===== src/rtl/writeback_stage.sv =====
// Y86-64 writeback stage: serialises E then M results onto one register-file write port,
// tracks processor status and counts retired instructions.
module writeback_stage #(
    parameter int DATA_W = 64,
    parameter int RID_W  = 4,
    parameter int CNT_W  = 32
) (
    input  logic              clk_i,
    input  logic              rst_n_i,
    input  logic              in_valid_i,
    output logic              in_ready_o,
    input  logic [3:0]        icode_i,
    input  logic [2:0]        stat_i,
    input  logic [RID_W-1:0]  dstE_i,
    input  logic [RID_W-1:0]  dstM_i,
    input  logic [DATA_W-1:0] valE_i,
    input  logic [DATA_W-1:0] valM_i,
    output logic              rf_we_o,
    output logic [RID_W-1:0]  rf_waddr_o,
    output logic [DATA_W-1:0] rf_wdata_o,
    output logic              retired_o,
    output logic [2:0]        stat_o,
    output logic              halted_o,
    output logic [CNT_W-1:0]  retire_cnt_o
);
    localparam logic [RID_W-1:0] RNONE = '1;
    localparam logic [2:0]       SAOK  = 3'h1;

    typedef enum logic [2:0] {
        IDLE   = 3'd0,
        WR_E   = 3'd1,
        WR_M   = 3'd2,
        NOWR   = 3'd3,
        HALTED = 3'd4
    } state_t;

    state_t            state;
    logic [3:0]        icode_q;
    logic [2:0]        stat_q;
    logic [RID_W-1:0]  dste_q, dstm_q;
    logic [DATA_W-1:0] vale_q, valm_q;
    logic [2:0]        stat_r;
    logic [CNT_W-1:0]  cnt_r;
    logic              last, accept;

    // icode is carried only so a trace probe can see it
    logic unused_icode;
    assign unused_icode = ^icode_q;

    function automatic state_t dispatch(input logic [2:0] st,
                                        input logic [RID_W-1:0] de,
                                        input logic [RID_W-1:0] dm);
        if (st != SAOK)      return NOWR;
        else if (de != RNONE) return WR_E;
        else if (dm != RNONE) return WR_M;
        else                  return NOWR;
    endfunction

    always_comb begin
        last        = (state == WR_E && dstm_q == RNONE) || state == WR_M || state == NOWR;
        retired_o   = last && stat_q == SAOK;
        in_ready_o  = state == IDLE || retired_o;
        accept      = in_valid_i && in_ready_o;
        rf_we_o     = state == WR_E || state == WR_M;
        rf_waddr_o  = RNONE;
        rf_wdata_o  = '0;
        if (state == WR_E) begin
            rf_waddr_o = dste_q;
            rf_wdata_o = vale_q;
        end else if (state == WR_M) begin
            rf_waddr_o = dstm_q;
            rf_wdata_o = valm_q;
        end
        halted_o     = state == HALTED;
        stat_o       = stat_r;
        retire_cnt_o = cnt_r;
    end

    always_ff @(posedge clk_i or negedge rst_n_i) begin
        if (!rst_n_i) begin
            state   <= IDLE;
            icode_q <= '0;
            stat_q  <= '0;
            dste_q  <= '0;
            dstm_q  <= '0;
            vale_q  <= '0;
            valm_q  <= '0;
            stat_r  <= SAOK;
            cnt_r   <= '0;
        end else begin
            if (accept) begin
                icode_q <= icode_i;
                stat_q  <= stat_i;
                dste_q  <= dstE_i;
                dstm_q  <= dstM_i;
                vale_q  <= valE_i;
                valm_q  <= valM_i;
            end
            if (retired_o) cnt_r <= cnt_r + 1'b1;
            case (state)
                IDLE:   if (accept) state <= dispatch(stat_i, dstE_i, dstM_i);
                WR_E: begin
                    if (dstm_q != RNONE) state <= WR_M;
                    else if (accept)     state <= dispatch(stat_i, dstE_i, dstM_i);
                    else                 state <= IDLE;
                end
                WR_M:   state <= accept ? dispatch(stat_i, dstE_i, dstM_i) : IDLE;
                NOWR: begin
                    if (stat_q == SAOK) begin
                        state <= accept ? dispatch(stat_i, dstE_i, dstM_i) : IDLE;
                    end else begin
                        stat_r <= stat_q;
                        state  <= HALTED;
                    end
                end
                HALTED: state <= HALTED;
                default: state <= IDLE;
            endcase
        end
    end
endmodule


===== config.mk =====
export PLATFORM = sky130hd
export DESIGN_NAME = writeback_stage
export DESIGN_NICKNAME = d
export VERILOG_FILES = /design/src/rtl/writeback_stage.sv
export SDC_FILE = /design/constraint.sdc
export NUM_CORES = 1
export LEC_CHECK = 0
export BUFFER_PORTS_ARGS = -buffer_cell sky130_fd_sc_hd__buf_2
export CORE_MARGIN = 2
export CORE_UTILIZATION = 45
export DETAILED_ROUTE_END_ITERATION = 8
export PLACE_DENSITY_LB_ADDON = 0.12
export SKIP_CTS_REPAIR_TIMING = 1
export SLEW_MARGIN = 20
export SYNTH_ARGS = -nofsm -noshare
export SYNTH_HDL_FRONTEND = slang
export SYNTH_SLANG_ARGS = --single-unit
export TNS_END_PERCENT = 5

===== constraint.sdc =====
create_clock -name clk_i -period 2 [get_ports clk_i]
set_input_delay 0 -clock clk_i [delete_from_list [all_inputs] [get_ports clk_i]]
set_output_delay 0 -clock clk_i [all_outputs]
set_load 0.005 [all_outputs]

# Yosys cells after proc, flatten, opt, wreduce, memory -nomap -nowiden
# Cells that the tools add are included.
totals:
  output_inout_bits: 107
  regBits: 177
  elab_cells: 42
  input_bits: 146
op_classes:
  n_reduce_logical: 9
  n_bitwise: 1
  muxes: 12
  n_eq_ne: 11
  add_sub_neg: 1
op_table:
  columns: ["cell", "count"]
  rows:
  - ["two-way mux 64 bit", 2]
  - ["adder 32 x 1 -> 32 bit (second input constant)", 1]
  - ["one-hot mux 3 bit (5 select lines)", 1]
  - ["two-way mux 3 bit", 4]
  - ["inequality test 4 bit (second input constant)", 3]
  - ["two-way mux 4 bit", 2]
  - ["equality test 3 x 1 -> 1 bit (second input constant)", 2]
  - ["equality test 3 x 2 -> 1 bit (second input constant)", 2]
  - ["equality test 4 bit (second input constant)", 1]
  - ["logical OR 1 bit", 4]
  - ["two-way mux 2 bit", 2]
  - ["equality test 3 bit (second input constant)", 1]
  - ["logical AND 1 bit", 3]
  - ["logical NOT 3 bit", 1]
  - ["inequality test 3 x 1 -> 1 bit (second input constant)", 1]
  - ["inequality test 2 bit (second input constant)", 1]
  - ["AND reduction 2 bit", 1]
  - ["two-way mux 1 bit", 1]
  - ["inverter 1 bit", 1]

# Depth between registers and ports, before layout
depth:
  depth_word: 10
  depth_mapped: 7
  depth_no_buf: 5

# Least setup slack after synthesis
# No wires, ideal clock.
synth_timing:
  kind: "flip-flop to flip-flop"
  startpoint: "reg dstm_q[2]"
  endpoint: "reg vale_q[0]"
  setup_time_ns: 0.125
  t_arrival_ns: 1.690
  stages_incl_launch_ff: 8
  setup_slack_ns: 0.186
  period_less_slack_ns: 1.814
  n_path_buf: 2
  required_time_ns: 1.875
  path_cell_list: "dfrtp_1 -> and4_1 -> o21ai_0 -> nand2_1 -> nand2_1 -> clkbuf_1 -> buf_2 -> mux2_2"
synth_via:
  elab_chain_cells: 7
synth_lines:
  columns: ["element", "line", "rtl"]
  rows:
  - ["start, declared", "40", "logic [RID_W-1:0] dste_q, dstm_q;"]
  - ["start signal, assigned", "95", "dstm_q <= dstM_i;"]
  - ["equality test 4 bit", "60", "last = (state == WR_E && dstm_q == RNONE) || state == WR_M || state == NOWR;"]
  - ["logical AND 1 bit", "60", null]
  - ["logical OR 1 bit (2 in series)", "60", null]
  - ["logical AND 1 bit", "61", "retired_o = last && stat_q == SAOK;"]
  - ["logical OR 1 bit", "62", "in_ready_o = state == IDLE || retired_o;"]
  - ["logical AND 1 bit", "63", "accept = in_valid_i && in_ready_o;"]
  - ["end signal, assigned", "96", "vale_q <= valE_i;"]
  - ["end, declared", "41", "logic [DATA_W-1:0] vale_q, valm_q;"]
# Every way passes these cells.
# A chain may end at the register's enable or synchronous reset.

# Worst setup path in the final report
layout_timing:
  startpoint: "reg state[2]"
  endpoint: "out rf_wdata_o[27]"
layout_via:
  elab_chain_cells: 3
  word_cells_on_any_way: 4
  cone_classes: "2 x eq/ne; 2 x mux"
layout_lines:
  columns: ["element", "line", "rtl"]
  rows:
  - ["start, declared", "37", "state_t state;"]
  - ["start signal, assigned", "101", "IDLE: if (accept) state <= dispatch(stat_i, dstE_i, dstM_i);"]
  - ["start signal, assigned", "104", "else if (accept) state <= dispatch(stat_i, dstE_i, dstM_i);"]
  - ["start signal, assigned", "107", "WR_M: state <= accept ? dispatch(stat_i, dstE_i, dstM_i) : IDLE;"]
  - ["equality test 3 x 2 -> 1 bit", "70", "end else if (state == WR_M) begin"]
  - ["two-way mux 64 bit", "70", null]
  - ["two-way mux 64 bit *", "67", "if (state == WR_E) begin"]
  - ["end, declared", "20", "output logic [DATA_W-1:0] rf_wdata_o,"]
# Mark *: on every way between the ends. The rest lies on a longest branch, timed or not.

==> impl_metrics.yaml <==
status:
  status: "finished clean"
grt:
  overflow: 0
  antenna_found_initial: 0
  grt_pass1_wl_um: 29320
  grt_pass1_vias: 5851
  grt_max_degree: 65
  track_usage_pct: 20.63
routing:
  drt-pass1-iter-count: 6
  drt_iter0_drc: 220
  drc: 0
  antenna_left: 0
  vias: 6102
  routedWlPerCell_um: 17.28
  routed_wl_um: 20280
  vias_per_cell: 5.198
sta:
  worst_pin_slew_ns: 0.5507
  period_minus_slack_ns: 1.937
  holdWs_ns: 0.1028
  min_period_over_period_pct: 96.84
  grt_setup_unrepaired: "yes"
  slew_violations: 0
  fmax_mhz: 516.3
  hold_viol: 0
  slew_headroom_pct: 63.29
  finClkSkew_ns: 0.009994
  finalSetupViolCount: 0
power:
  internal_power_mw: 10.62
  clockPowerShare_pct: 22.3
  p_seq_share_pct: 39.7
  p_per_area_nw_per_um2: 1332
  vdd_ir_drop_max_v: 0.0006949
  power.switching_mw: 4.565
  power.leakage_nw: 5.492
  swShare_pct: 30.06
  p_comb_share_pct: 38.0
synthesis:
  yosysUniqueCellTypes: 44
  synth-simple-area-share_pct: 7.061
  synth_mux_area_share_pct: 20.84
  netlist_instances: 547
  synth-compound-area-share_pct: 8.513
  synth_top_area_share_pct: 57.40
  post-synth-top-count-cell: "dfrtp_1"
  syn_avg_cell_area_um2: 14.03
  synth_top_area_cell: "dfrtp_1"
  yosys_most_used_dff: "dfrtp_1"
  yosysWarnings: 0
  synth_async_sr_flop_share_pct: 100.0
  synth_adder_area_share_pct: 0.1631
  synth_seq_cells: 177
  yosysSeqAreaShare_pct: 57.75
  synth_fp_nets: 694
  synth_edf_count: 0
  syn_area_um2: 7672
  synth_common_cells: "dfrtp_1 (176), mux2_2 (142), a22o_1 (64)"
  synthXorXnorAreaFrac_pct: 3.539
  synth_top_family_by_area: "multiplexers"
  synthTopCellsByArea: "dfrtp_1 (57%), mux2_2 (21%), a22o_1 (7.3%)"
floorplan:
  die_w_um: 134.6
  core_area_um2: 16640
  die_area_um2: 18110
  num_rows: 47
  io_pins: 253
  start_util_pct: 46.10
  die-height_um: 134.6
job:
  max_cap_viol_count: 0
place:
  gp_congestion: 0.8098
  placed_area_um2: 9288
  dp.final_hpwl_um: 13180
  placed_cells: 1000
  portBuffers: 248
final_layout:
  layout-drive-gt1-share_pct: 48.64
  fin_nets: 1092
  multi_input_area_um2: 3126
  fin_area_um2: 11400
  register_area_um2: 4433
  fillers: 1171
  n_antenna_cell: 0
  final_cell_count_no_fill: 1174
  syn_to_final_growth_pct: 48.61
setup_path:
  path_max_fanout: 64
  crit_arrival_ns: 1.94
  end_kind: "output port"
  worstSetupStartpointType: "register"
  worstPathRequired_ns: 2.00
  critical_path_class: "register to output port"
cts:
  cts_root_buffer: "clkbuf_16"
  clock_latency_ns: 0.42
  htree_levels: 4
  clk_path_buf_depth: 2
  clk_pin_slew_ns: 0.07
  cts_made_buffers: 17
  clock_sinks: 177
  cts_tree: "yes"
min_path:
  hp-class: "input pin to async pin"
## power by group through the flow
stage               clock network, mW  registers (mW)  logic [mW]
floorplan                           0            5.76        3.59
global placement                    0            5.92        5.21
detailed placement                  0            6.04        5.34
CTS                              3.48            5.98        5.36
global route                     3.63            6.19        6.25
finish                           3.39            6.03        5.77
## logic make-up after synthesis
group / count (synthesis)
flops: 177
mux: 142
xor+xnor: 31
buf+inv: 38
simple gates: 83
compound gates: 75
fa+ha+maj: 1
## final cells by class
type / instances / area share [%]
clock buffer: 22 / 3.983
multi-input combinational: 332 / 27.41
sequential: 177 / 38.88
timing repair buffer: 412 / 25.97
tap: 220 / 2.414
inverter: 5 / 0.1646
clock inverter: 6 / 1.174
## path summary, 6_finish.rpt
| path | from | end | slack (ns) | depth (start not counted) |
|---|---|---|---|---|
| setup reg to reg | state[2]$_DFFE_PN0P_ | retire_cnt_o[19]$_DFFE_PN0P_ | 0.08 | 5 |
| hold / removal | rst_n_i | dste_q[0]$_DFFE_PN0N_ | 0.10 | 2 |
| setup / recovery | state[2]$_DFFE_PN0P_ | rf_wdata_o[27] | 0.06 | 4 |
| max in group asynchronous | rst_n_i | retire_cnt_o[10]$_DFFE_PN0P_ | 1.19 | 3 |
| hold reg to reg | retire_cnt_o[31]$_DFFE_PN0P_ | retire_cnt_o[31]$_DFFE_PN0P_ | 0.47 | 1 |
| min in group clk_i | valE_i[49] | vale_q[49]$_DFFE_PN0N_ | 0.34 | 3 |
## flip-flops by register name, indices dropped and copies added, names as in the netlist
name,count
state,3
dstm_q,4
retire_cnt_o,32
dste_q,4
stat_q,3
vale_q,64
stat_o,3
valm_q,64
## placed cells by master, fill, tap and decap left out, drive strengths merged, types with 5 or more instances in the layout
master       synthesis  layout
dlygate4sd3          0     141
and3                 7       7
xnor2               17      17
clkbuf               5      23
a22o                64      64
dfrtp              176     176
and4                 5       5
nand2               19      19
xor2                14      14
nor2                10      10
nand4                8       8
inv                  5       5
mux2               142     142
nor3                 9       9
buf                 28     270
nand3                9       9
## worst max-delay path, stage by stage (launching register included)
cell and delay (ns):
dfrtp_2 0.47, nor3b_4 0.33, buf_12 0.31, a22o_1 0.22, buf_2 0.12
## stage by stage
stage | util, % | power (mW) | TNS, ns | setup slack (ns)
2_1_floorplan | - | 9.356 | 0 | 0.1857
3_3_place_gp | 55.81 | 11.13 | 0 | 0.1349
3_5_place_dp | 55.81 | 11.38 | 0 | 0.1192
4_1_cts | 59.34 | 14.82 | -13.88 | -0.2708
5_1_grt | 68.51 | 16.07 | -0.4048 | -0.03684
6_report | 68.51 | 15.19 | 0 | 0.06325
## routing by layer
metal,wire (µm),vias up,part of all wire [%],global-route usage [%]
li1,-,2789,-,-
met1,8195,3071,40,24.07
met2,10400,196,51,34.67
met3,1111,46,5.5,7.320
met4,575,0,2.8,8.596
met5,0,-,0,0
(Power assumes the default switching activity.)
